[src/rtl/player_motion_if.sv]
// Button/collision inputs and position outputs between the motion controller and the maze renderer.
// master = motion controller, slave = renderer/board side.
interface player_motion_if;
  logic       btn_up;
  logic       btn_down;
  logic       btn_left;
  logic       btn_right;
  logic       collision;
  logic [9:0] x_pos;
  logic [9:0] y_pos;
  logic [2:0] mapa_pos_x;
  logic [2:0] mapa_pos_y;
  logic       busy;

  modport master (
    input  btn_up, btn_down, btn_left, btn_right, collision,
    output x_pos, y_pos, mapa_pos_x, mapa_pos_y, busy
  );

  modport slave (
    output btn_up, btn_down, btn_left, btn_right, collision,
    input  x_pos, y_pos, mapa_pos_x, mapa_pos_y, busy
  );
endinterface

[src/rtl/player_motion.sv]
// Steps the cube once per movement tick in the button direction, crossing rooms at the edges,
// and rolls the whole step back if the renderer reports a wall collision COLL_LAT cycles later.
module player_motion #(
  parameter int STEP_DIV    = 416667,
  parameter int STEP        = 2,
  parameter int COLL_LAT    = 2,
  parameter int X_MIN       = 96,
  parameter int X_MAX       = 720,
  parameter int Y_MIN       = 2,
  parameter int Y_MAX       = 466,
  parameter int X_START     = 408,
  parameter int Y_START     = 234,
  parameter int MAP_W       = 3,
  parameter int MAP_H       = 3,
  parameter int MAP_START_X = 1,
  parameter int MAP_START_Y = 1
) (
  input  logic CLOCK_25,
  input  logic reset,
  player_motion_if.master pm
);

  localparam int TW = $clog2(STEP_DIV);
  localparam int WW = (COLL_LAT < 2) ? 1 : $clog2(COLL_LAT + 1);
  localparam logic [TW-1:0] TICK_LAST = TW'(STEP_DIV - 1);
  localparam logic [WW-1:0] WAIT_LOAD = WW'(COLL_LAT);
  localparam logic [10:0]   STEP_W    = 11'(STEP);
  localparam logic [10:0]   XMIN_W    = 11'(X_MIN);
  localparam logic [10:0]   XMAX_W    = 11'(X_MAX);
  localparam logic [10:0]   YMIN_W    = 11'(Y_MIN);
  localparam logic [10:0]   YMAX_W    = 11'(Y_MAX);
  localparam logic [2:0]    MX_LAST   = 3'(MAP_W - 1);
  localparam logic [2:0]    MY_LAST   = 3'(MAP_H - 1);

  typedef enum logic [1:0] {S_IDLE, S_APPLY, S_WAIT, S_CHECK} state_t;

  state_t         state_q, state_d;
  logic [3:0]     btn_s1_q, btn_s1_d, btn_s2_q, btn_s2_d, dir_q, dir_d;
  logic [TW-1:0]  tick_cnt_q, tick_cnt_d;
  logic           tick_pend_q, tick_pend_d;
  logic [WW-1:0]  wait_q, wait_d;
  logic [9:0]     x_q, x_d, y_q, y_d, sh_x_q, sh_x_d, sh_y_q, sh_y_d;
  logic [2:0]     mx_q, mx_d, my_q, my_d, sh_mx_q, sh_mx_d, sh_my_q, sh_my_d;
  logic [10:0]    x_w, y_w;
  logic           tick_wrap, tick_take;

  always_comb begin
    btn_s1_d   = {pm.btn_up, pm.btn_down, pm.btn_left, pm.btn_right};
    btn_s2_d   = btn_s1_q;
    tick_wrap  = (tick_cnt_q == TICK_LAST);
    tick_cnt_d = tick_wrap ? '0 : tick_cnt_q + 1'b1;
    tick_take  = 1'b0;
    state_d    = state_q;
    wait_d     = wait_q;
    dir_d      = dir_q;
    x_d        = x_q;
    y_d        = y_q;
    mx_d       = mx_q;
    my_d       = my_q;
    sh_x_d     = sh_x_q;
    sh_y_d     = sh_y_q;
    sh_mx_d    = sh_mx_q;
    sh_my_d    = sh_my_q;
    x_w        = {1'b0, x_q};
    y_w        = {1'b0, y_q};

    case (state_q)
      S_IDLE: begin
        if (tick_pend_q) begin
          tick_take = 1'b1;
          if (|btn_s2_q) begin
            // Direction is frozen here so later button changes cannot alter this step.
            dir_d   = btn_s2_q;
            sh_x_d  = x_q;
            sh_y_d  = y_q;
            sh_mx_d = mx_q;
            sh_my_d = my_q;
            state_d = S_APPLY;
          end
        end
      end
      S_APPLY: begin
        state_d = S_WAIT;
        wait_d  = WAIT_LOAD;
        if (dir_q[3]) begin
          if (y_w >= YMIN_W + STEP_W) y_d = 10'(y_w - STEP_W);
          else if (my_q != 3'd0) begin
            my_d = my_q - 3'd1;
            y_d  = 10'(Y_MAX);
          end else y_d = 10'(Y_MIN);
        end else if (dir_q[2]) begin
          if (y_w + STEP_W <= YMAX_W) y_d = 10'(y_w + STEP_W);
          else if (my_q < MY_LAST) begin
            my_d = my_q + 3'd1;
            y_d  = 10'(Y_MIN);
          end else y_d = 10'(Y_MAX);
        end else if (dir_q[1]) begin
          if (x_w >= XMIN_W + STEP_W) x_d = 10'(x_w - STEP_W);
          else if (mx_q != 3'd0) begin
            mx_d = mx_q - 3'd1;
            x_d  = 10'(X_MAX);
          end else x_d = 10'(X_MIN);
        end else begin
          if (x_w + STEP_W <= XMAX_W) x_d = 10'(x_w + STEP_W);
          else if (mx_q < MX_LAST) begin
            mx_d = mx_q + 3'd1;
            x_d  = 10'(X_MIN);
          end else x_d = 10'(X_MAX);
        end
      end
      S_WAIT: begin
        wait_d = wait_q - 1'b1;
        if (wait_q <= WW'(1)) state_d = S_CHECK;
      end
      S_CHECK: begin
        if (pm.collision) begin
          x_d  = sh_x_q;
          y_d  = sh_y_q;
          mx_d = sh_mx_q;
          my_d = sh_my_q;
        end
        state_d = S_IDLE;
      end
      default: state_d = S_IDLE;
    endcase

    // A wrap while a tick is still pending collapses into that one tick.
    tick_pend_d = (tick_pend_q & ~tick_take) | tick_wrap;
  end

  always_ff @(posedge CLOCK_25) begin
    if (reset) begin
      state_q     <= S_IDLE;
      btn_s1_q    <= '0;
      btn_s2_q    <= '0;
      dir_q       <= '0;
      tick_cnt_q  <= '0;
      tick_pend_q <= 1'b0;
      wait_q      <= '0;
      x_q         <= 10'(X_START);
      y_q         <= 10'(Y_START);
      mx_q        <= 3'(MAP_START_X);
      my_q        <= 3'(MAP_START_Y);
      sh_x_q      <= 10'(X_START);
      sh_y_q      <= 10'(Y_START);
      sh_mx_q     <= 3'(MAP_START_X);
      sh_my_q     <= 3'(MAP_START_Y);
    end else begin
      state_q     <= state_d;
      btn_s1_q    <= btn_s1_d;
      btn_s2_q    <= btn_s2_d;
      dir_q       <= dir_d;
      tick_cnt_q  <= tick_cnt_d;
      tick_pend_q <= tick_pend_d;
      wait_q      <= wait_d;
      x_q         <= x_d;
      y_q         <= y_d;
      mx_q        <= mx_d;
      my_q        <= my_d;
      sh_x_q      <= sh_x_d;
      sh_y_q      <= sh_y_d;
      sh_mx_q     <= sh_mx_d;
      sh_my_q     <= sh_my_d;
    end
  end

  assign pm.x_pos      = x_q;
  assign pm.y_pos      = y_q;
  assign pm.mapa_pos_x = mx_q;
  assign pm.mapa_pos_y = my_q;
  assign pm.busy       = (state_q != S_IDLE);

endmodule
[src/flat_wrapper.sv]
// flat-port wrapper written by rule: the top's interface ports become plain ports
module player_motion_flat 
#(
  parameter int STEP_DIV    = 416667,
  parameter int STEP        = 2,
  parameter int COLL_LAT    = 2,
  parameter int X_MIN       = 96,
  parameter int X_MAX       = 720,
  parameter int Y_MIN       = 2,
  parameter int Y_MAX       = 466,
  parameter int X_START     = 408,
  parameter int Y_START     = 234,
  parameter int MAP_W       = 3,
  parameter int MAP_H       = 3,
  parameter int MAP_START_X = 1,
  parameter int MAP_START_Y = 1
)
  (CLOCK_25, reset, pm_btn_up, pm_btn_down, pm_btn_left, pm_btn_right, pm_collision, pm_x_pos, pm_y_pos, pm_mapa_pos_x, pm_mapa_pos_y, pm_busy);
  player_motion_if pm_i ();
  input  logic CLOCK_25;
  input  logic reset;
  input wire logic [$bits(pm_i.btn_up)-1:0] pm_btn_up;
  input wire logic [$bits(pm_i.btn_down)-1:0] pm_btn_down;
  input wire logic [$bits(pm_i.btn_left)-1:0] pm_btn_left;
  input wire logic [$bits(pm_i.btn_right)-1:0] pm_btn_right;
  input wire logic [$bits(pm_i.collision)-1:0] pm_collision;
  output wire logic [$bits(pm_i.x_pos)-1:0] pm_x_pos;
  output wire logic [$bits(pm_i.y_pos)-1:0] pm_y_pos;
  output wire logic [$bits(pm_i.mapa_pos_x)-1:0] pm_mapa_pos_x;
  output wire logic [$bits(pm_i.mapa_pos_y)-1:0] pm_mapa_pos_y;
  output wire logic [$bits(pm_i.busy)-1:0] pm_busy;
  assign pm_i.btn_up = pm_btn_up;
  assign pm_i.btn_down = pm_btn_down;
  assign pm_i.btn_left = pm_btn_left;
  assign pm_i.btn_right = pm_btn_right;
  assign pm_i.collision = pm_collision;
  assign pm_x_pos = pm_i.x_pos;
  assign pm_y_pos = pm_i.y_pos;
  assign pm_mapa_pos_x = pm_i.mapa_pos_x;
  assign pm_mapa_pos_y = pm_i.mapa_pos_y;
  assign pm_busy = pm_i.busy;
  player_motion #(.STEP_DIV(STEP_DIV), .STEP(STEP), .COLL_LAT(COLL_LAT), .X_MIN(X_MIN), .X_MAX(X_MAX), .Y_MIN(Y_MIN), .Y_MAX(Y_MAX), .X_START(X_START), .Y_START(Y_START), .MAP_W(MAP_W), .MAP_H(MAP_H), .MAP_START_X(MAP_START_X), .MAP_START_Y(MAP_START_Y)) u_core (.CLOCK_25(CLOCK_25), .reset(reset), .pm(pm_i));
endmodule
[config.mk]
export PLATFORM = sky130hd
export DESIGN_NAME = player_motion_flat
export DESIGN_NICKNAME = d
export VERILOG_FILES = /design/src/rtl/player_motion_if.sv /design/src/rtl/player_motion.sv /design/src/flat_wrapper.sv
export SDC_FILE = /design/constraint.sdc
export NUM_CORES = 1
export LEC_CHECK = 0
export BUFFER_PORTS_ARGS = -buffer_cell sky130_fd_sc_hd__buf_2
export CORE_ASPECT_RATIO = 0.8
export CORE_MARGIN = 3
export CORE_UTILIZATION = 60
export CTS_BUF_LIST = sky130_fd_sc_hd__clkbuf_8
export CTS_CLUSTER_SIZE = 10
export DETAILED_ROUTE_END_ITERATION = 16
export GPL_TIMING_DRIVEN = 0
export PLACE_DENSITY = 0.83
export SYNTH_ARGS = -nofsm -noshare
export SYNTH_HDL_FRONTEND = slang
export SYNTH_SLANG_ARGS = --single-unit
[constraint.sdc]
create_clock -name CLOCK_25 -period 5.76 [get_ports CLOCK_25]
set_clock_uncertainty 0.05 [all_clocks]
set_input_delay 0.576 -clock CLOCK_25 [delete_from_list [all_inputs] [get_ports CLOCK_25]]
set_output_delay 0.576 -clock CLOCK_25 [all_outputs]
set_load 0.005 [all_outputs]
==> results.cfg, run 1 <==
[global_route]
antenna_found_initial = 0
overflow = 0
grt_pass1_wl_um = 21000
grt_pass1_vias = 4354
grt_max_degree = 16
grt.total_usage_pct = 28.4

[sta]
tns_ns = 0
worstMarginPinSlew_ns = 0.746
grt_setup_unrepaired = no
finalCritPeriodShare_pct = 60.6
setup_viol = 0
slew_headroom_pct = 50.3
slew_violations = 0
hold_viol = 0
period_minus_slack_ns = 3.49
max_freq_mhz = 286

[routing]
drc = 0
ant_nets = 0
via_per_inst = 6.04
wirelength_um = 12900
dr_total_vias = 4610
wl_per_cell_um = 16.8
first_iter_violations = 530
dr.pass1.iters = 5

[yosys]
avgSynthCellArea_um2 = 7.84
synth_ff_type = dfxtp_1
ys_ff_latch = 87
netlist_area_um2 = 4780
ys_types = 65
ys_warn_count = 0
synth_cells = 610
yosysTopAreaCell = dfxtp_1
yosysSeqAreaShare_pct = 36.4
synth_edf_count = 0
yosysTopAreaCellShare_pct = 36.4
ys_async_sr_fraction_pct = 0
synth_nets = 632
netlist_top_cells_area = dfxtp_1, nand2_1, nor2_1

[power]
p_leak_nw = 2.06
power.density_nw_per_um2 = 334
p_total_mw = 1.75
peakVddDrop_v = 0.000197

[critical_path]
r2r_slack_ns = 2.27
startpoint_type = flop
crit_required_ns = 5.96
crit_cells = 9
worstPathCellList = inv_1 > ha_1 > or4b_2 > a21oi_1 > o31ai_1 > a31oi_1 > or2_0 > o31ai_1 > o311ai_0
crit_path_top_delay_cell = or4b_2
crit_buf_inv = 1
worst_setup_path_end_kind = flop
r2r_cells = 9
crit_type = flop to flop
reg2reg_from = u_core.pm.x_pos[1]
path_max_fanout = 11
cp_data_arrival_time_ns = 3.69
r2r_end = u_core.pm.x_pos[4]
cp_common_cell = o31ai_1
crit_family = compound AO/OA/AOI/OAI gates
critical-path-max-stage-delay_ns = 0.62

[clock_tree]
tritoncts = yes
postCtsSetupBuffers = 0
htree_levels = 3
worstSkewPairLatency_ns = 0.36
postCtsHoldBufs = 0
clkTransAtPathRegs_ns = 0.09
clock_path_buffers = 2
numCtsBuffers = 9
cts-root-buf = clkbuf_8
clkSinkCount = 87
cts_resized = 0

[place]
dpl-instance-area_um2 = 5070
dp_hpwl_um = 9220
portBuffers = 32
place_congestion = 0.931

[final_layout]
fin_area_um2 = 5240
area_delta_synth_final_pct = 9.71
diodes = 0
drive_gt1_share_pct = 10.8
nets = 675

[hold_path]
min_to = u_core.btn_s1_q[0]
hold_start = pm_btn_right
holdPathStages = 2
hold_path.class = primary input to flop

[floorplan]
die_area_um2 = 9080
coreArea_um2 = 7570
die_h_um = 85.8
initial_core_util_pct = 63.2
top_level_ports = 34
row_count = 28
fp.dieW_um = 106

[run]
cap_violations = 0

[run_status]
status = completed
[logic make-up (layout without fill, tap and decap cells)]
logic type	after synthesis	in the layout	share of synthesized area [%]
simple gates	259	259	25.4
compound gates	133	133	18.6
flops	87	87	36.4
buf+inv	63	111	5.24
xor+xnor	39	39	7.15
fa+ha+maj	15	15	4.24
mux	14	14	3.01
[cells in the final DEF (no fill, tap or decap), drive strengths merged, types with 4 or more instances in the layout]
cell / count
nor2b: 12
nor3: 11
o31ai: 9
or4: 7
xor2: 21
a21oi: 42
mux2i: 11
ha: 13
or3: 6
clkbuf: 39
o211ai: 6
xnor2: 18
dfxtp: 87
a221oi: 5
o21ai: 27
nand3: 29
and3: 15
a211oi: 5
a31oi: 4
or2: 6
nor2: 58
buf: 40
inv: 28
o22ai: 4
nand2: 100
a21o: 4
[power by group]
| part | switching (mW) | leakage [nW] | internal, mW |
|---|---|---|---|
| logic | 0.386 | 1.26 | 0.249 |
| registers | 0.0683 | 0.705 | 0.656 |
| clock network | 0.232 | 0.0945 | 0.159 |
| total | 0.687 | 2.06 | 1.06 |
[stage by stage]
| stage | hold WS (ns) | cells | util (%) | worst slack (ns) |
|---|---|---|---|---|
| floorplan | 0.364 | 610 | - | 2.98 |
| global placement | 0.367 | 747 | 67.0 | 2.53 |
| detailed placement | 0.380 | 747 | 67.0 | 2.43 |
| CTS | 0.357 | 763 | 69.3 | 2.40 |
| global route | 0.350 | 763 | 69.3 | 2.12 |
| finish | 0.364 | 763 | 69.3 | 2.27 |
[state kept, by name, summed over array words and instances (netlist names), 4 cells and up]
register / count
u_core.sh_y_q: 10
u_core.btn_s2_q: 4
u_core.tick_cnt_q: 19
u_core.pm.x_pos: 10
u_core.btn_s1_q: 4
u_core.sh_x_q: 10
u_core.pm.y_pos: 10
[layer usage]
| metal | global-route usage [%] | part of all wire (%) | wire length, um |
|---|---|---|---|
| met3 | 6.77 | 9.8 | 1260 |
| met4 | 8.47 | 1.8 | 235 |
| met2 | 44.3 | 44 | 5710 |
| met1 | 39.5 | 44 | 5650 |
| met5 | 0 | 0 | 0 |
[how the worst max path moves through the flow]
stage / from / endpoint / slack [ns]
2_1_floorplan: u_core.pm.x_pos[1] / u_core.pm.x_pos[4] / 2.98
3_3_place_gp: u_core.pm.x_pos[1] / u_core.pm.x_pos[4] / 2.53
3_5_place_dp: u_core.pm.x_pos[1] / u_core.pm.x_pos[4] / 2.43
4_1_cts: u_core.pm.x_pos[1] / u_core.pm.x_pos[4] / 2.40
5_1_grt: u_core.pm.x_pos[1] / u_core.pm.x_pos[4] / 2.12
6_report: u_core.pm.x_pos[1] / u_core.pm.x_pos[4] / 2.27
[cells in the mapped netlist (2+ instances only)]
| master | instances |
|---|---|
| buf_2 | 5 |
| o21ai_0 | 25 |
| a221o_1 | 2 |
| a211oi_1 | 4 |
| xor2_1 | 21 |
| inv_1 | 23 |
| clkbuf_1 | 30 |
| a221oi_1 | 5 |
| nand2_1 | 100 |
| clkinv_1 | 2 |
| and2_1 | 3 |
| mux2_2 | 3 |
| nor4_1 | 3 |
| a21oi_1 | 42 |
| a2111oi_0 | 2 |
| a32o_1 | 3 |
| nor2_1 | 58 |
| o2111ai_1 | 2 |
| or2_2 | 4 |
| a31oi_1 | 4 |
| a21o_1 | 4 |
| o221ai_1 | 2 |
| nor3_1 | 9 |
| o211ai_1 | 6 |
| or4_1 | 7 |
| and3_1 | 15 |
| xnor2_1 | 18 |
| or3_1 | 6 |
| nor3_2 | 2 |
| or4b_2 | 2 |
| o31ai_1 | 9 |
| o22ai_1 | 4 |
| nand4_1 | 3 |
| fa_1 | 2 |
| o221a_2 | 3 |
| mux2i_1 | 11 |
| ha_1 | 13 |
| nor2b_1 | 12 |
| dfxtp_1 | 87 |
| buf_1 | 2 |
| nand3_1 | 28 |
[area by class of cell]
| type | instances | area [um2] |
|---|---|---|
| clock inverter | 7 | 48.8 |
| clock buffer | 9 | 124 |
| multi-input combinational | 460 | 2790 |
| inverter | 25 | 93.8 |
| sequential | 87 | 1740 |
| fill | 658 | 2320 |
| buffer | 38 | 156 |
| timing repair buffer | 32 | 160 |
| tap | 105 | 131 |
No activity file was read; power rests on OpenSTA's default activity.
==> run 2, diff against run 1 <==
==> constraint.sdc (replaced) <==
create_clock -name CLOCK_25 -period 3.5 [get_ports CLOCK_25]
set_clock_uncertainty 0.05 [all_clocks]
set_input_delay 0.35 -clock CLOCK_25 [delete_from_list [all_inputs] [get_ports CLOCK_25]]
set_output_delay 0.35 -clock CLOCK_25 [all_outputs]
set_load 0.005 [all_outputs]
==> results.cfg, run 2 (same netlist as run 1, synthesis figures left out) <==
[run]
cap_violations = 0

[clock_tree]
clkTransAtPathRegs_ns = 0.09
postCtsSetupBuffers = 0
worstSkewPairLatency_ns = 0.36
clock_path_buffers = 2
cts-root-buf = clkbuf_8
numCtsBuffers = 9
tritoncts = yes
htree_levels = 3
clkSinkCount = 87
postCtsHoldBufs = 0

[place]
portBuffers = 32
place_congestion = 0.931
pre_cts_ws_ns = 0.166
dp_hpwl_um = 9220
dp.cells = 747

[critical_path]
reg2reg_from = u_core.pm.x_pos[2]
crit_type = flop to flop
worstPathCellList = inv_1 > ha_1 > or4b_2 > a21oi_1 > o31ai_1 > a31oi_1 > or2_1 > o31ai_1 > o311ai_0
cp_data_arrival_time_ns = 3.46
r2r_cells = 9
path_max_fanout = 10
cp_common_cell = o31ai_1
critical-path-max-stage-delay_ns = 0.62
crit_required_ns = 3.70
startpoint_type = flop
r2r_end = u_core.pm.x_pos[4]
r2r_slack_ns = 0.24
worst_setup_path_end_kind = flop
crit_path_top_delay_cell = or4b_2

[floorplan]
top_level_ports = 34
fp.dieW_um = 106
coreArea_um2 = 7570
initial_core_util_pct = 63.2
row_count = 28
die_h_um = 85.8
die_area_um2 = 9080

[power]
p_leak_nw = 2.06
power.density_nw_per_um2 = 549
p_total_mw = 2.88
peakVddDrop_v = 0.000325
p_int_mw = 1.75
switchingPower_mw = 1.13
pwr-share-seq_pct = 41.4
clkPwrFrac_pct = 22.3
power.share.switching_pct = 39.1
pwr-share-comb_pct = 36.3

[sta]
slew_violations = 0
slew_headroom_pct = 51.4
max_freq_mhz = 307
finalCritPeriodShare_pct = 93.1
grt_setup_unrepaired = no
holdWs_ns = 0.137
period_minus_slack_ns = 3.26
worstMarginPinSlew_ns = 0.729
tns_ns = 0
setup_viol = 0
fin_ws_ns = 0.243
hold_viol = 0

[final_layout]
drive_gt1_share_pct = 10.9
instances_no_fill = 763
largest_reg_flops = 19
diodes = 0
nets = 675
regMostFlops = u_core.tick_cnt_q
area_delta_synth_final_pct = 9.74
final_common_cell = nand2_1
layout_common_cells = nand2_1, dfxtp_1, nor2_1
num-fill-cells = 660

[global_route]
grt_pass1_wl_um = 21000
antenna_found_initial = 0
grt_pass1_vias = 4354
overflow = 0
grt.total_usage_pct = 28.4
grt_max_degree = 16

[routing]
via_per_inst = 6.03
wirelength_um = 12800
drc = 0
wl_per_cell_um = 16.8
dr_total_vias = 4604
first_iter_violations = 525
ant_nets = 0
dr.pass1.iters = 7

[hold_path]
min_to = u_core.btn_s1_q[0]
hold_start = pm_btn_right
hold_path.class = primary input to flop
holdPathStages = 2

[run_status]
status = completed
==> run 2: cell count changes in the layout (fill, tap and decap cells not counted) <==
cell	previous run	this run
dfxtp_1	87	86
dfxtp_2	0	1
or2_0	1	0
or2_1	1	2
==> run 2: worst max-delay path by stage <==
stage	startpoint	to
finish	u_core.pm.x_pos[2]	u_core.pm.x_pos[4]
global route	u_core.pm.x_pos[2]	u_core.pm.x_pos[4]
CTS	u_core.pm.x_pos[1]	u_core.pm.x_pos[4]
detailed placement	u_core.pm.x_pos[1]	u_core.pm.x_pos[4]
global placement	u_core.pm.x_pos[1]	u_core.pm.x_pos[4]
floorplan	u_core.pm.x_pos[1]	u_core.pm.x_pos[4]
==> run 2: critical path, delay by kind of cell (launching register included) <==
family / cells / cell delay, ns
flip-flops: 1 / 0.53
AND/OR/NAND/NOR: 2 / 0.91
buffers and inverters: 1 / 0.16
AO/OA/AOI/OAI: 5 / 1.13
adder cells (fa/ha/maj): 1 / 0.37
==> run 2: what timing repair did <==
| item | 4_1_cts | 5_1_grt |
|---|---|---|
| resized for setup | 0 | 2 |
| endpoints found under the hold margin | 0 | 0 |
| setup endpoints to repair | 0 | 1 |
==> run 2: layout make-up <==
| type | instances | area, um2 | share of cell area, % |
|---|---|---|---|
| Multi-Input combinational cell | 460 | 2790 | 53.1 |
| Sequential cell | 87 | 1740 | 33.2 |
| Timing Repair Buffer | 32 | 160 | 3.05 |
| Buffer | 38 | 156 | 2.98 |
| Tap cell | 105 | 131 | 2.50 |
| Clock buffer | 9 | 124 | 2.36 |
| Inverter | 25 | 93.8 | 1.79 |
| Clock inverter | 7 | 48.8 | 0.930 |
==> run 2: through the flow <==
stage / instance area, um2 / util, %
final: 5250 / 69.3
after global routing: 5250 / 69.3
after detailed placement: 5070 / 67.0
after CTS: 5240 / 69.3
after floorplan: 4780 / -
after global placement: 5070 / 67.0
==> run 2: per-layer routing <==
| layer | vias to the layer above | share of wire, % | global-route usage [%] |
|---|---|---|---|
| met2 | 236 | 45 | 44.3 |
| li1 | 2202 | - | - |
| met1 | 2138 | 44 | 39.5 |
| met3 | 28 | 9.6 | 6.77 |
| met5 | - | 0 | 0 |
| met4 | 0 | 1.7 | 8.47 |
==> run 2: power by group through the flow <==
stage,Sequential [mW],Clock [mW],Combinational [mW]
detailed placement,1.21,0,1.02
global route,1.21,0.682,1.15
CTS,1.19,0.644,1.02
finish,1.19,0.641,1.04
floorplan,1.19,0,0.738
global placement,1.21,0,0.988
==> run 3, diff against run 2 <==
--- a/config.mk
+++ b/config.mk
@@ -12,7 +12,7 @@
 export CTS_BUF_LIST = sky130_fd_sc_hd__clkbuf_8
 export CTS_CLUSTER_SIZE = 10
 export DETAILED_ROUTE_END_ITERATION = 16
-export GPL_TIMING_DRIVEN = 0
+export GPL_TIMING_DRIVEN = 1
 export PLACE_DENSITY = 0.83
 export SYNTH_ARGS = -nofsm -noshare
 export SYNTH_HDL_FRONTEND = slang
==> results.cfg, run 3 (same netlist as run 1, synthesis figures left out) <==
[global_route]
grt_pass1_vias = 4121
grt_pass1_wl_um = 19600
grt_max_degree = 51
overflow = 0
grt.total_usage_pct = 26.3
antenna_found_initial = 0

[floorplan]
coreArea_um2 = 7570
top_level_ports = 34
fp.dieW_um = 106
initial_core_util_pct = 63.2
die_area_um2 = 9080
die_h_um = 85.8
row_count = 28

[routing]
first_iter_violations = 246
dr.pass1.iters = 5
wirelength_um = 11500
drc = 0
dr_total_vias = 4398
ant_nets = 0
via_per_inst = 6.02
wl_per_cell_um = 15.7

[sta]
period_minus_slack_ns = 3.19
tns_ns = 0
setup_viol = 0
grt_setup_unrepaired = no
holdWs_ns = 0.136
slew_violations = 0
hold_viol = 0
slew_headroom_pct = 54.3
finalCritPeriodShare_pct = 91.0
max_freq_mhz = 314
worstMarginPinSlew_ns = 0.685

[critical_path]
worst_setup_path_end_kind = flop
critical-path-max-stage-delay_ns = 0.63
path_max_fanout = 10
startpoint_type = flop
cp_common_cell = o31ai_1
cp_data_arrival_time_ns = 3.39
crit_path_top_delay_cell = or4b_2
crit_required_ns = 3.71
worstPathCellList = inv_1 > ha_1 > or4b_2 > a21oi_1 > o31ai_1 > a31oi_1 > or2_1 > o31ai_1 > o311ai_0
crit_type = flop to flop

[final_layout]
nets = 643
diodes = 0
area_delta_synth_final_pct = 7.77
final_common_cell = nand2_1
regMostFlops = u_core.tick_cnt_q
drive_gt1_share_pct = 11.7
largest_reg_flops = 19
layout_common_cells = nand2_1, dfxtp_1, nor2_1
num-fill-cells = 667
utilization_pct = 68.1

[run_status]
status = completed

[power]
peakVddDrop_v = 0.000258
p_leak_nw = 2.03
power.density_nw_per_um2 = 564
p_total_mw = 2.90

[clock_tree]
cts_resized = 0
worstSkewPairLatency_ns = 0.37
tritoncts = yes
clkSinkCount = 87
numCtsBuffers = 9
postCtsHoldBufs = 0
clock_path_buffers = 2
postCtsSetupBuffers = 0
clkTransAtPathRegs_ns = 0.09
htree_levels = 3
cts-root-buf = clkbuf_8

[place]
dp_hpwl_um = 7710
portBuffers = 33
place_congestion = 0.997

[run]
cap_violations = 0

[hold_path]
hold_path.class = primary input to flop
[run 3: cell types whose count changed in the layout (fill, tap and decap cells not counted), sizes merged]
cell,change
clkbuf,-30
buf,-2
inv,-2
bufinv,+1
clkinv,+1
clkinvlp,-1
[run 3: per-layer routing]
layer	part of all wire [%]	up-vias	global-route usage [%]
met3	7.5	23	6.09
met2	45	184	42.2
met5	0	-	0
met4	1.8	0	9.76
met1	46	2053	35.0
li1	-	2138	-
[run 3: critical path, delay by kind of cell (launching register included)]
family                   cells  cell delay (ns)
buffers and inverters        1             0.15
adder cells (fa/ha/maj)      1             0.36
flip-flops                   1             0.51
AND/OR/NAND/NOR              2             0.90
AO/OA/AOI/OAI                5             1.11
[run 3: cell type report]
cell class | instances | area [um2] | area share [%]
multi-input combinational | 460 | 2790 | 54.1
sequential | 87 | 1740 | 33.8
clock inverter | 6 | 68.8 | 1.34
inverter | 25 | 93.8 | 1.82
tap | 105 | 131 | 2.55
clock buffer | 9 | 124 | 2.40
timing repair buffer | 38 | 203 | 3.93
[run 3: stage by stage]
stage	instance area (um2)	worst slack, ns	cells
floorplan	4780	0.722	610
global placement	4960	0.492	715
detailed placement	4960	0.293	715
CTS	5150	0.171	730
global route	5150	0.0846	730
finish	5150	0.315	730
[run 3: path summary, 6_finish.rpt]
kind / from / end / slack (ns) / depth (start not counted)
hold / removal: pm_btn_down / u_core.btn_s1_q[2] / 0.14 / 2
setup reg to reg: u_core.pm.x_pos[2] / u_core.pm.x_pos[4] / 0.31 / 9
hold reg to reg: u_core.btn_s1_q[2] / u_core.btn_s2_q[2] / 0.39 / 1
setup / recovery: u_core.pm.x_pos[2] / u_core.pm.x_pos[4] / 0.31 / 9
[run 3: report_power, final]
group	internal, mW	switching [mW]
logic	0.390	0.516
clock network	0.334	0.385
registers	1.08	0.199
